===== src/rtl/mips_pkg.sv =====
// Shared encodings for the multicycle MIPS controller: opcodes, functs,
// ALU select codes, mux selects and the FSM state enum.
package mips_pkg;

    localparam int unsigned OP_W     = 6;
    localparam int unsigned FUNC_W   = 6;
    localparam int unsigned ALUSEL_W = 3;
    localparam int unsigned SEL_W    = 2;
    localparam int unsigned STATE_W  = 4;

    localparam logic [OP_W-1:0] OP_RTYPE = 6'h00;
    localparam logic [OP_W-1:0] OP_J     = 6'h02;
    localparam logic [OP_W-1:0] OP_BEQ   = 6'h04;
    localparam logic [OP_W-1:0] OP_ADDI  = 6'h08;
    localparam logic [OP_W-1:0] OP_LW    = 6'h23;
    localparam logic [OP_W-1:0] OP_SW    = 6'h2B;

    localparam logic [FUNC_W-1:0] FN_ADD = 6'h20;
    localparam logic [FUNC_W-1:0] FN_SUB = 6'h22;
    localparam logic [FUNC_W-1:0] FN_AND = 6'h24;
    localparam logic [FUNC_W-1:0] FN_OR  = 6'h25;
    localparam logic [FUNC_W-1:0] FN_SLT = 6'h2A;

    localparam logic [ALUSEL_W-1:0] ALU_AND = 3'b000;
    localparam logic [ALUSEL_W-1:0] ALU_OR  = 3'b001;
    localparam logic [ALUSEL_W-1:0] ALU_ADD = 3'b010;
    localparam logic [ALUSEL_W-1:0] ALU_SUB = 3'b110;
    localparam logic [ALUSEL_W-1:0] ALU_SLT = 3'b111;

    localparam logic [SEL_W-1:0] SRCB_RT  = 2'd0;
    localparam logic [SEL_W-1:0] SRCB_ONE = 2'd1;
    localparam logic [SEL_W-1:0] SRCB_IMM = 2'd2;

    localparam logic [SEL_W-1:0] PCSRC_ALU    = 2'd0;
    localparam logic [SEL_W-1:0] PCSRC_ALUOUT = 2'd1;
    localparam logic [SEL_W-1:0] PCSRC_JUMP   = 2'd2;

    typedef enum logic [STATE_W-1:0] {
        FETCH    = 4'd0,
        DECODE   = 4'd1,
        MEM_ADDR = 4'd2,
        MEM_RD   = 4'd3,
        MEM_WB   = 4'd4,
        MEM_WR   = 4'd5,
        EXEC_R   = 4'd6,
        R_WB     = 4'd7,
        EXEC_I   = 4'd8,
        I_WB     = 4'd9,
        BRANCH   = 4'd10,
        JUMP     = 4'd11
    } state_t;

endpackage


===== src/rtl/alu_decoder.sv =====
// Maps an R-type funct field to the ALU operation select; valid_o flags
// functs the datapath supports.
module alu_decoder
    import mips_pkg::*;
(
    input  logic [FUNC_W-1:0]   func_i,
    output logic [ALUSEL_W-1:0] alu_sel_o,
    output logic                valid_o
);

    always_comb begin
        alu_sel_o = ALU_ADD;
        valid_o   = 1'b1;
        case (func_i)
            FN_ADD:  alu_sel_o = ALU_ADD;
            FN_SUB:  alu_sel_o = ALU_SUB;
            FN_AND:  alu_sel_o = ALU_AND;
            FN_OR:   alu_sel_o = ALU_OR;
            FN_SLT:  alu_sel_o = ALU_SLT;
            default: valid_o   = 1'b0;
        endcase
    end

endmodule


===== src/rtl/control_unit.sv =====
// Multicycle MIPS controller: state register plus a Moore output decode,
// with PCEn in BRANCH following the live ALU zero flag.
module control_unit
    import mips_pkg::*;
(
    input  logic                clk,
    input  logic                rst,
    input  logic [OP_W-1:0]     opcode,
    input  logic [FUNC_W-1:0]   func,
    input  logic                zero,
    output logic                PCEn,
    output logic                IorD,
    output logic                MemRead,
    output logic                MemWrite,
    output logic                MemtoReg,
    output logic                IRWrite,
    output logic                RegWrite,
    output logic                RegDst,
    output logic                ALUSrcA,
    output logic [SEL_W-1:0]    PCSource,
    output logic [SEL_W-1:0]    ALUSrcB,
    output logic [ALUSEL_W-1:0] ALUSel,
    output logic                instr_done,
    output logic                illegal,
    output logic [STATE_W-1:0]  state_o
);

    state_t                state_q, state_d;
    logic                  is_load_q, is_load_d;
    logic [ALUSEL_W-1:0]   fn_alu_sel;
    logic                  fn_valid;

    alu_decoder u_alu_decoder (
        .func_i    (func),
        .alu_sel_o (fn_alu_sel),
        .valid_o   (fn_valid)
    );

    // lw/sw choice is captured in DECODE so MEM_ADDR does not re-read the IR
    always_ff @(posedge clk) begin
        if (rst) begin
            state_q   <= FETCH;
            is_load_q <= 1'b0;
        end else begin
            state_q   <= state_d;
            is_load_q <= is_load_d;
        end
    end

    assign state_o = rst ? STATE_W'(FETCH) : STATE_W'(state_q);

    always_comb begin
        state_d    = state_q;
        is_load_d  = is_load_q;
        PCEn       = 1'b0;
        IorD       = 1'b0;
        MemRead    = 1'b0;
        MemWrite   = 1'b0;
        MemtoReg   = 1'b0;
        IRWrite    = 1'b0;
        RegWrite   = 1'b0;
        RegDst     = 1'b0;
        ALUSrcA    = 1'b0;
        PCSource   = PCSRC_ALU;
        ALUSrcB    = SRCB_RT;
        ALUSel     = ALU_AND;
        instr_done = 1'b0;
        illegal    = 1'b0;

        case (state_q)
            FETCH: begin
                MemRead  = 1'b1;
                IRWrite  = 1'b1;
                ALUSrcB  = SRCB_ONE;
                ALUSel   = ALU_ADD;
                PCSource = PCSRC_ALU;
                PCEn     = 1'b1;
                state_d  = DECODE;
            end
            DECODE: begin
                ALUSrcB = SRCB_IMM;
                ALUSel  = ALU_ADD;
                case (opcode)
                    OP_LW: begin
                        state_d   = MEM_ADDR;
                        is_load_d = 1'b1;
                    end
                    OP_SW: begin
                        state_d   = MEM_ADDR;
                        is_load_d = 1'b0;
                    end
                    OP_RTYPE: begin
                        if (fn_valid) begin
                            state_d = EXEC_R;
                        end else begin
                            state_d = FETCH;
                            illegal = 1'b1;
                        end
                    end
                    OP_ADDI: state_d = EXEC_I;
                    OP_BEQ:  state_d = BRANCH;
                    OP_J:    state_d = JUMP;
                    default: begin
                        state_d = FETCH;
                        illegal = 1'b1;
                    end
                endcase
            end
            MEM_ADDR: begin
                ALUSrcA = 1'b1;
                ALUSrcB = SRCB_IMM;
                ALUSel  = ALU_ADD;
                state_d = is_load_q ? MEM_RD : MEM_WR;
            end
            MEM_RD: begin
                MemRead = 1'b1;
                IorD    = 1'b1;
                state_d = MEM_WB;
            end
            MEM_WB: begin
                RegWrite   = 1'b1;
                MemtoReg   = 1'b1;
                instr_done = 1'b1;
                state_d    = FETCH;
            end
            MEM_WR: begin
                MemWrite   = 1'b1;
                IorD       = 1'b1;
                instr_done = 1'b1;
                state_d    = FETCH;
            end
            EXEC_R: begin
                ALUSrcA = 1'b1;
                ALUSrcB = SRCB_RT;
                ALUSel  = fn_alu_sel;
                state_d = R_WB;
            end
            R_WB: begin
                RegWrite   = 1'b1;
                RegDst     = 1'b1;
                instr_done = 1'b1;
                state_d    = FETCH;
            end
            EXEC_I: begin
                ALUSrcA = 1'b1;
                ALUSrcB = SRCB_IMM;
                ALUSel  = ALU_ADD;
                state_d = I_WB;
            end
            I_WB: begin
                RegWrite   = 1'b1;
                instr_done = 1'b1;
                state_d    = FETCH;
            end
            BRANCH: begin
                ALUSrcA    = 1'b1;
                ALUSrcB    = SRCB_RT;
                ALUSel     = ALU_SUB;
                PCSource   = PCSRC_ALUOUT;
                PCEn       = zero;
                instr_done = 1'b1;
                state_d    = FETCH;
            end
            JUMP: begin
                PCSource   = PCSRC_JUMP;
                PCEn       = 1'b1;
                instr_done = 1'b1;
                state_d    = FETCH;
            end
            default: state_d = FETCH;
        endcase

        // Reset silences every strobe in the same cycle it is asserted
        if (rst) begin
            state_d    = FETCH;
            is_load_d  = 1'b0;
            PCEn       = 1'b0;
            IorD       = 1'b0;
            MemRead    = 1'b0;
            MemWrite   = 1'b0;
            MemtoReg   = 1'b0;
            IRWrite    = 1'b0;
            RegWrite   = 1'b0;
            RegDst     = 1'b0;
            ALUSrcA    = 1'b0;
            PCSource   = PCSRC_ALU;
            ALUSrcB    = SRCB_RT;
            ALUSel     = ALU_AND;
            instr_done = 1'b0;
            illegal    = 1'b0;
        end
    end

endmodule


===== config.mk =====
export PLATFORM = sky130hd
export DESIGN_NAME = control_unit
export DESIGN_NICKNAME = d
export VERILOG_FILES = /design/src/rtl/mips_pkg.sv /design/src/rtl/alu_decoder.sv /design/src/rtl/control_unit.sv
export SDC_FILE = /design/constraint.sdc
export NUM_CORES = 1
export LEC_CHECK = 0
export ABC_CLOCK_PERIOD_IN_PS = 1550
export BUFFER_PORTS_ARGS = -buffer_cell sky130_fd_sc_hd__buf_2
export CORE_MARGIN = 2
export CORE_UTILIZATION = 29
export CTS_CLUSTER_SIZE = 30
export DETAILED_ROUTE_END_ITERATION = 16
export GPL_TIMING_DRIVEN = 0
export HOLD_SLACK_MARGIN = 0.05
export PLACE_DENSITY = 0.67
export SETUP_SLACK_MARGIN = 0.1
export SLEW_MARGIN = 20
export SYNTH_ARGS = -nofsm -noshare
export SYNTH_HDL_FRONTEND = slang
export SYNTH_SLANG_ARGS = --single-unit

===== constraint.sdc =====
create_clock -name clk -period 1.55 [get_ports clk]
set_input_delay 0.31 -clock clk [delete_from_list [all_inputs] [get_ports clk]]
set_output_delay 0.31 -clock clk [all_outputs]
set_load 0.02 [all_outputs]

Yosys cells after proc, flatten, opt, wreduce, memory -nomap -nowiden. Index checks and enable logic that the tools add are counted.

Equal/unequal tests: 21. Muxes and demuxes: 38. Reductions and logical operators: 15.

Operator list (count): 6-bit equality test, second input constant (7); 4-bit case mux with 6 select lines (1); 1-bit 2-to-1 mux (23); 4-bit case mux with 5 select lines (1); 4-bit by 3-bit equality test with 1-bit output, second input constant (4); 4-bit equality test, second input constant (4); 3-bit case mux with 4 select lines (1); 5-bit OR reduction (2); 3-bit 2-to-1 mux (3); 3-bit case mux with 3 select lines (1); 4-bit by 2-bit equality test with 1-bit output, second input constant (2); 2-bit case mux with 2 select lines (2); 2-bit OR reduction (4); 4-bit OR reduction (2); 6-bit by 2-bit equality test with 1-bit output, second input constant (1); 6-bit by 3-bit equality test with 1-bit output, second input constant (1); 6-bit by 4-bit equality test with 1-bit output, second input constant (1); 6-bit logical NOT (1); 1-bit case mux with 2 select lines (3); 3-bit OR reduction (2); 6-bit OR reduction (1); 4-bit by 1-bit equality test with 1-bit output, second input constant (1); 4-bit logical NOT (1); 2-bit 2-to-1 mux (2); 3 further kinds (3).

Flip-flop bits (word level): 5. Output and inout port bits: 22.

Depth between registers and ports, before layout. Gate-level depths: netlist of run 1.

Depth in word-level cells: 7. Gate-level depth with buffers: 6. Mapped depth without buffers: 5.

By module. A second synthesis of run 1 with hierarchy kept.

Cells, all modules: 103. Area, all modules: 725.7 um^2.

Modules (own cells, without submodules): control_unit (times used 1, cells each 94, area an instance 639.4 um^2); alu_decoder (times used 1, cells each 9, area an instance 86.3 um^2).

Worst setup path after synthesis of run 1. OpenSTA, ideal clock, no wires.

Path kind: flip-flop to output port. Start: register state_q[0]. End: output ALUSrcB[1]. Arrival time: 1.918 ns. Data required time: 1.240 ns. Slack: -0.678 ns. Cell stages (with the launch flop): 7. Buffers on the path: 1. Cell sequence: dfxtp_1 > buf_6 > inv_1 > nand2_1 > nand2_1 > nor2_1 > a2111oi_0.

Longest elaborated chain between the ends: 4. Elaborated cells on any way between the ends: 7. Classes of those cells: eq/ne: 3; mux: 2; reduce/logical: 2.

Ends and longest elaborated chain: start, declared (line control_unit.sv:28) `state_t state_q, state_d;`; start signal, assigned (line control_unit.sv:45) `state_q <= state_d;`; 4-bit by 1-bit equality test with 1-bit output (tied with other cells) (line control_unit.sv:70) `case (state_q)`; 3-bit OR reduction (no source line); 2-bit case mux with 2 select lines (*) (line control_unit.sv:70); 2-bit 2-to-1 mux (*) (line control_unit.sv:174) `if (rst) begin`; end, declared (line control_unit.sv:21) `output logic [SEL_W-1:0] ALUSrcB,`.

Every way passes the cells marked *; elsewhere a longest branch is shown, timed or not.

Worst setup path in the final report of run 1.
Start: register state_q[3]. End: output illegal.

Longest elaborated chain between the ends: 3.

Ends and longest elaborated chain: 4-bit by 1-bit equality test with 1-bit output (line control_unit.sv:70); 1-bit 2-to-1 mux (line control_unit.sv:70); 1-bit 2-to-1 mux (line control_unit.sv:174); end, declared (line control_unit.sv:24) `output logic illegal,`.

Every way passes these cells.

==> flow_summary_export.csv, run 1 <==
group,metric,value,unit
drt,via_count,1138,
drt,drcViolationCount,0,
setup_path,worstPathArrival,1.64,ns
clock_network,cts-root-buf,"clkbuf_4",
drt,postRouteAntennaNets,0,
clock_network,clk_pin_slew,0.05,ns
die,io_pins,37,
sta,min_period_over_period,126,%
synthesis,synthCells,109,
sta,maxSlewHeadroom,72.2,%
setup_path,worstPathRequired,1.24,ns
setup_path,crit-reg2reg-launch,"state_q[3]",
setup_path,path_cells,"clkbuf_4 > or3_4 > nor2_4 > nand2_2 > nor3b_4 > buf_6",
setup_path,worstReg2RegEnd,"state_q[1]",
layout,syn_to_final_growth,119,%
die,rows,18,
synthesis,ys_top_cells_by_area,"dfxtp_1, nor2_1, a21oi_1",
min_path,hold_depth,2,
die,die_w,54.2,um
setup_path,cp_num_buf_inv,2,
drt,drtIter0Drc,48,
die,core_area,0.00243,mm^2
synthesis,yosysWarnings,0,
synthesis,yosysTopAreaCellShare,13.7,%
clock_network,cts_inserted_buffers,3,
synthesis,synth_ff_type,"dfxtp_1",
clock_network,postCtsHoldBufs,0,
sta,slew_viol_final,0,
power,leakage,0.655,nW
outcome,violations,"negative setup slack",
die,die_y,54.2,um
drt,viasPerCell,5.52,
setup_path,reg2regPathDepth,9,
sta,setup_viol_count_final,26,
sta,fin_crit,1.95,ns
drt,dr.pass1.iters,4,
sta,tightest_slew,0.414,ns
sta,max_freq,0.513,GHz
drt,drt_wl_total,3.34,mm
global_route,antenna_found_initial,0,
place,dp_hpwl,1.63,mm
setup_path,path_class,"register to output port",
setup_path,slowest_delay,0.42,ns
sta,rsz0062_at_grt,"true",
synthesis,seq_area_frac_synth,13.7,%
layout,final_core_util,65.8,%
min_path,min_to,"state_q[3]",
synthesis,synth_area_leader_cell,"dfxtp_1",
setup_path,end_kind,"output port",
clock_network,clk_latency,0.24,ns
global_route,grt_overflow_total,0,
global_route,grt_pass1_vias,996,
setup_path,path_delay_family,"simple AND/OR/NAND/NOR gates",
drt,wl_per_cell,16.2,um
setup_path,slowest_stage,"or3_4",
place,gp_congestion,0.859,
global_route,grt_pass1_wl,4.50,mm
outcome,status,"complete, but fails checks",
clock_network,cts.htree.levels,1,
min_path,hp-start,"rst",
clock_network,cts.sinks,5,
synthesis,synthArstFlopShare,0,%
setup_path,r2r_setup_slack,-0.38,ns
place,io_buffers,34,
layout,n_fill_cell,196,
clock_network,clk_path_buf_depth,2,
power,p_total,0.565,mW
layout,num_antenna_cells,0,
synthesis,synth_edf_count,0,
job,maxCapViolCount,0,
sta,fin_ws,-0.399,ns
synthesis,syn_nets,124,
setup_path,start_kind,"register",
layout,final_nets,192,
setup_path,critPathLaunch,"state_q[3]",
die,dieArea,0.00294,mm^2
layout,multi_input_area,759,um^2
sta,hold_viol,0,
power,powerDensity,353,mW/mm^2
synthesis,syn_area_per_cell,6.72,um^2
clock_network,cts_tree,"built",
setup_path,crit_fanout,9,
sta,clock_skew,0.00538,ns
layout,seq_area,104,um^2
die,start_util,30.1,%
layout,drive_above_1_share,65.3,%
global_route,grt_util_all_layers,20.5,%
power,ir_drop,0.000376,V
min_path,hold_path.class,"input port to register",
sta,tns,-5.77,ns
synthesis,ys_ff_latch,5,
synthesis,netlist-cell-type-count,40,
global_route,grt_max_degree,11,
synthesis,netlist_area,732,um^2
Yosys cell counts (all sizes together), types with 2 or more instances:
| cell | number |
|---|---|
| a21oi | 8 |
| or2 | 2 |
| xnor2 | 2 |
| a211oi | 5 |
| clkbuf | 4 |
| nor2 | 15 |
| nand4 | 2 |
| and3 | 2 |
| dfxtp | 5 |
| nor4 | 4 |
| o21ai | 5 |
| nor2b | 4 |
| or2b | 2 |
| buf | 7 |
| nand2 | 6 |
| or3 | 2 |
| nand2b | 7 |
| inv | 3 |
| nand3 | 2 |
| o211ai | 2 |
| nor3b | 2 |
| nor3 | 7 |
cell families after synthesis:
logic type | synth area share [%]
xor gates and xnor gates | 3.59
muxes | 1.37
buffers and inverters | 12.0
DFF | 13.7
and+or+nand+nor | 46.0
AOI/OAI and AO/OA | 23.4
cells in the final DEF, fill, tap and decap left out, types with 3 or more instances in the layout:
master,instances
buf_4,30
buf_6,24
buf_2,14
nor2_1,11
a21oi_1,7
o21ai_0,5
clkbuf_4,4
nand2b_4,4
nor3_4,3
nor2b_1,3
nor2_4,3
nand2b_1,3
a211oi_2,3
nand2_1,3
dfxtp_2,3
stage by stage:
step	hold WS (ns)	cells	instance area, um^2	setup slack, ns
2_1_floorplan	0.491	109	845	-0.103
6_report	0.349	206	1600	-0.399
4_1_cts	0.318	198	1450	-0.460
3_3_place_gp	0.511	173	1050	-0.257
5_1_grt	0.338	206	1600	-0.454
3_5_place_dp	0.522	173	1050	-0.257
timing repair:
action	CTS	global route
gates cloned	0	1
pin swaps	18	12
endpoints found under the setup margin	25	27
resized for setup	60	20
setup buffers	21	8
endpoints found under the hold margin	0	0
power breakdown:
| group | internal (mW) | switching [mW] | total (mW) |
|---|---|---|---|
| clock | 0.0974 | 0.0554 | 0.153 |
| sequential | 0.132 | 0.00123 | 0.133 |
| combinational | 0.136 | 0.143 | 0.279 |
worst max-delay path by stage:
stage	to	slack [ns]	cells after the start
after floorplan	illegal	-0.10	6
after global placement	ALUSrcB[1]	-0.26	7
after detailed placement	ALUSrcB[1]	-0.26	7
after CTS	illegal	-0.46	7
after global routing	illegal	-0.45	6
final	illegal	-0.40	6
per-layer routing:
layer  global-route usage (%)  part of all wire [%]
met1                     23.8                    37
met2                     38.4                    52
met3                     4.10                   7.0
met4                     4.17                   4.2
met5                        0                     0
final cells by class:
type | instances | area share, %
Sequential cell | 5 | 6.49
Multi-Input combinational cell | 90 | 47.5
Inverter | 3 | 0.938
Buffer | 11 | 7.43
Tap cell | 30 | 2.35
Clock buffer | 4 | 1.64
Timing Repair Buffer | 63 | 33.7
worst register-to-register path, delay by kind of cell, from the launching register on:
kind	cells	cell delay, ns
AOI/OAI and AO/OA	3	0.45
buffers and inverters	5	0.67
DFF	1	0.30
and+or+nand+nor	1	0.43
registers in the layout, summed over array words and instances (netlist names):
| register | cells |
|---|---|
| is_load_q | 1 |
| state_q | 4 |
Note: power is estimated with default switching activity, not from simulation.
==> run 2: changes to the inputs <==
--- a/config.mk
+++ b/config.mk
@@ -6,14 +6,14 @@
 export NUM_CORES = 1
 export LEC_CHECK = 0
 export ABC_CLOCK_PERIOD_IN_PS = 1550
-export BUFFER_PORTS_ARGS = -buffer_cell sky130_fd_sc_hd__buf_2
+export BUFFER_PORTS_ARGS = -buffer_cell sky130_fd_sc_hd__buf_4
 export CORE_MARGIN = 2
-export CORE_UTILIZATION = 29
+export CORE_UTILIZATION = 45
 export CTS_CLUSTER_SIZE = 30
 export DETAILED_ROUTE_END_ITERATION = 16
 export GPL_TIMING_DRIVEN = 0
 export HOLD_SLACK_MARGIN = 0.05
-export PLACE_DENSITY = 0.67
+export PLACE_DENSITY = 0.87
 export SETUP_SLACK_MARGIN = 0.1
 export SLEW_MARGIN = 20
 export SYNTH_ARGS = -nofsm -noshare
==> run 2 against run 1 <==
The run now fails in global routing. Synthesized cell count is the same. Area after synthesis stayed put.
==> flow_summary_export.csv, run 2 <==
group,metric,value,unit
outcome,status,"stopped before the end",
outcome,failed_stage,"global routing",
outcome,toolErrorMsg,"[ERROR DPL-0038] Utilization greater than 100%, impossible to legalize",
synthesis,synth.most_common_cell,"nor2_1",
die,die_w,44.3,um
die,die_y,44.3,um
synthesis,synth_ff_type,"dfxtp_1",
place,dp_hpwl,1.66,mm
die,start_util,48.0,%
place,gp_congestion,0.832,
clock_network,cts-root-buf,"clkbuf_4",
synthesis,ys_ff_latch,5,
synthesis,seq_area_frac_synth,13.7,%
synthesis,netlist_area,732,um^2
global_route,grt_max_degree,11,
clock_network,cts_inserted_buffers,3,
place,dp.cells,159,
synthesis,synth_edf_count,0,
sta,crit_endpoint,"illegal",
die,io_pins,37,
synthesis,synthArstFlopShare,0,%
synthesis,syn_area_per_cell,6.72,um^2
synthesis,ys_top_cells_by_area,"dfxtp_1, nor2_1, a21oi_1",
synthesis,synth_commonest_cells,"nor2_1, a21oi_1, nor3_1",
synthesis,synth_area_leader_cell,"dfxtp_1",
synthesis,yosysTopAreaCellShare,13.7,%
synthesis,netlist-cell-type-count,40,
clock_network,cts.sinks,5,
synthesis,yosysWarnings,0,
synthesis,syn_nets,124,
synthesis,synthCells,109,
clock_network,cts.htree.levels,1,
die,rows,14,
place,io_buffers,34,
sta,endpoint_type,"primary output",
clock_network,clk_path_buf_depth,2,
[run 2: cell counts after synthesis]
Identical to the previous run, type by type.
[run 2: cell families after synthesis]
kind of cell	Yosys count	synth area share [%]
compound gates	26	23.4
xor+xnor	3	3.59
buf+inv	14	12.0
flops	5	13.7
mux	1	1.37
simple gates	60	46.0
[run 2: what timing repair did]
item                                    4_1_cts
endpoints found under the setup margin       25
gates resized for setup                      43
hold buffers                                  0
buffers inserted                             22
pin swaps                                    19
[run 2: per-stage QoR]
stage | setup WS, ns | instance area, um^2 | hold WS (ns)
2_1_floorplan | -0.103 | 845 | 0.491
3_3_place_gp | -0.240 | 1120 | 0.511
3_5_place_dp | -0.261 | 1120 | 0.519
4_1_cts | -0.461 | 1480 | 0.327
==> run 3: changes to the inputs <==
--- a/config.mk
+++ b/config.mk
@@ -7,14 +7,11 @@
 export LEC_CHECK = 0
 export ABC_CLOCK_PERIOD_IN_PS = 1550
 export BUFFER_PORTS_ARGS = -buffer_cell sky130_fd_sc_hd__buf_4
-export CORE_MARGIN = 2
-export CORE_UTILIZATION = 45
-export CTS_CLUSTER_SIZE = 30
+export CORE_AREA = 2 2 63 65
 export DETAILED_ROUTE_END_ITERATION = 16
+export DIE_AREA = 0 0 65 67
 export GPL_TIMING_DRIVEN = 0
-export HOLD_SLACK_MARGIN = 0.05
-export PLACE_DENSITY = 0.87
-export SETUP_SLACK_MARGIN = 0.1
+export PLACE_DENSITY_LB_ADDON = 0.15
 export SLEW_MARGIN = 20
 export SYNTH_ARGS = -nofsm -noshare
 export SYNTH_HDL_FRONTEND = slang
==> run 3 against run 2 <==
The flow now finishes, with violations (negative setup slack).
==> flow_summary_export.csv, run 3 (synthesis gave the netlist of run 1 again) <==
group,metric,value,unit
outcome,status,"complete, but fails checks",
outcome,violations,"negative setup slack",
sta,tightest_slew,0.374,ns
die,io_pins,37,
drt,drt_wl_total,2.68,mm
layout,drive_above_1_share,66.3,%
sta,slew_viol_final,0,
power,leakage,0.589,nW
clock_network,cts_tree,"built",
die,die_w,65,um
clock_network,cts.sinks,5,
global_route,antenna_found_initial,0,
clock_network,clk_path_buf_depth,2,
clock_network,cts.htree.levels,1,
layout,syn_to_final_growth,111,%
power,powerDensity,406,mW/mm^2
layout,largest_register_ffs,4,
clock_network,clk_latency,0.22,ns
sta,fin_crit,1.90,ns
drt,wl_per_cell,12.7,um
layout,num_antenna_cells,0,
setup_path,r2r_setup_slack,-0.06,ns
drt,via_count,986,
global_route,grt_max_degree,11,
place,pre_cts_slack,-0.246,ns
sta,fin_ws,-0.351,ns
job,maxCapViolCount,0,
setup_path,path_class,"register to output port",
layout,n_fill_cell,354,
setup_path,worstPathArrival,1.59,ns
global_route,grt_overflow_total,0,
sta,rsz0062_at_grt,"true",
sta,setup_viol_count_final,21,
min_path,hold_path.class,"input port to register",
die,dieArea,0.00436,mm^2
drt,viasPerCell,4.67,
die,rows,22,
setup_path,crit_fanout,2,
setup_path,path_delay_family,"simple AND/OR/NAND/NOR gates",
drt,drcViolationCount,0,
setup_path,path_cells,"buf_6 > nand2b_4 > or3_4 > nor2_4 > nand2_2 > nor3b_4 > buf_6",
die,core_area,0.00361,mm^2
power,ir_drop,0.000186,V
place,gp_congestion,0.726,
setup_path,crit-reg2reg-launch,"state_q[1]",
clock_network,clk_pin_slew,0.04,ns
clock_network,cts_inserted_buffers,3,
setup_path,cp_num_buf_inv,2,
setup_path,cpMostUsedCell,"buf_6",
place,io_buffers,34,
layout,largestRegisters,"state_q x4, is_load_q x1",
place,dp_hpwl,1.77,mm
min_path,hp-start,"rst",
setup_path,slowest_delay,0.35,ns
setup_path,worstPathRequired,1.24,ns
layout,final_cell_mix,"buf_4, buf_6, nor2_1",
layout,final_common_cell,"buf_4",
drt,dr.pass1.iters,5,
sta,hold_viol,0,
layout,final_nets,179,
global_route,grt_pass1_wl,4.33,mm
setup_path,critPathLaunch,"state_q[1]",
place,placed_cell_area,0.00114,mm^2
setup_path,start_kind,"register",
die,die_y,67,um
setup_path,slowest_stage,"or3_4",
global_route,grt_util_all_layers,12.6,%
sta,max_freq,0.526,GHz
global_route,grt_pass1_vias,974,
setup_path,end_kind,"output port",
sta,maxSlewHeadroom,75.1,%
layout,fin_area,0.00154,mm^2
drt,postRouteAntennaNets,0,
clock_network,postCtsHoldBufs,0,
sta,clock_skew,0.00109,ns
die,start_util,20.3,%
clock_network,cts-root-buf,"clkbuf_8",
drt,drtIter0Drc,29,
sta,min_period_over_period,123,%
layout,regMostFlops,"state_q",
[run 3: final timing paths]
check                           depth (start not counted)    endpoint
worst max-delay path                                    7     illegal
worst min-delay path                                    2  state_q[3]
worst max register to register                          7  state_q[1]
worst min register to register                          2   is_load_q
[run 3: stage by stage]
step / power [mW] / utilization [%] / TNS, ns / hold slack [ns] / instances
after detailed placement: 0.329 / 31.7 / -1.55 / 0.516 / 191
final: 0.627 / 42.8 / -4.08 / 0.352 / 211
after floorplan: 0.258 / - / -0.357 / 0.491 / 109
after global routing: 0.665 / 42.8 / -5.44 / 0.355 / 211
after CTS: 0.626 / 39.5 / -5.47 / 0.338 / 211
after global placement: 0.327 / 31.7 / -1.43 / 0.512 / 191
[run 3: layout make-up]
class / count / area (um^2) / area share (%)
multi-input cells: 90 / 785 / 50.9
repair buffers: 53 / 454 / 29.4
flip-flops and latches: 5 / 106 / 6.89
plain buffers: 8 / 76.3 / 4.95
well taps: 48 / 60.1 / 3.89
clock buffers: 3 / 41.3 / 2.68
inverters: 3 / 15.0 / 0.973
clock inverters: 1 / 5.00 / 0.324
[run 3: per-layer routing]
metal / vias to the layer above / track usage, % / part of all wire (%)
met3: 4 / 2.53 / 3.7
met5: - / 0 / 0
li1: 495 / - / -
met4: 0 / 5.59 / 1.6
met1: 458 / 14.8 / 45
met2: 29 / 22.2 / 50
[run 3: power by group]
| group | switching, mW | leakage, nW | total, mW | internal (mW) |
|---|---|---|---|---|
| clock network | 0.0684 | 0.0255 | 0.241 | 0.173 |
| registers | 0.00537 | 0.0421 | 0.137 | 0.132 |
| logic | 0.128 | 0.521 | 0.248 | 0.120 |
| total | 0.201 | 0.589 | 0.627 | 0.425 |
[run 3: repair_timing]
item,CTS,global route
setup endpoints to repair,22,27
setup buffers,17,7
resized for setup,33,32
pin swaps,15,16
[run 3: worst reg2reg max path, delay by kind of cell, from the launching register on]
family / cells / cell delay (ns)
AO/OA/AOI/OAI: 1 / 0.12
flip-flops: 1 / 0.32
buffers and inverters: 4 / 0.46
AND/OR/NAND/NOR: 2 / 0.63
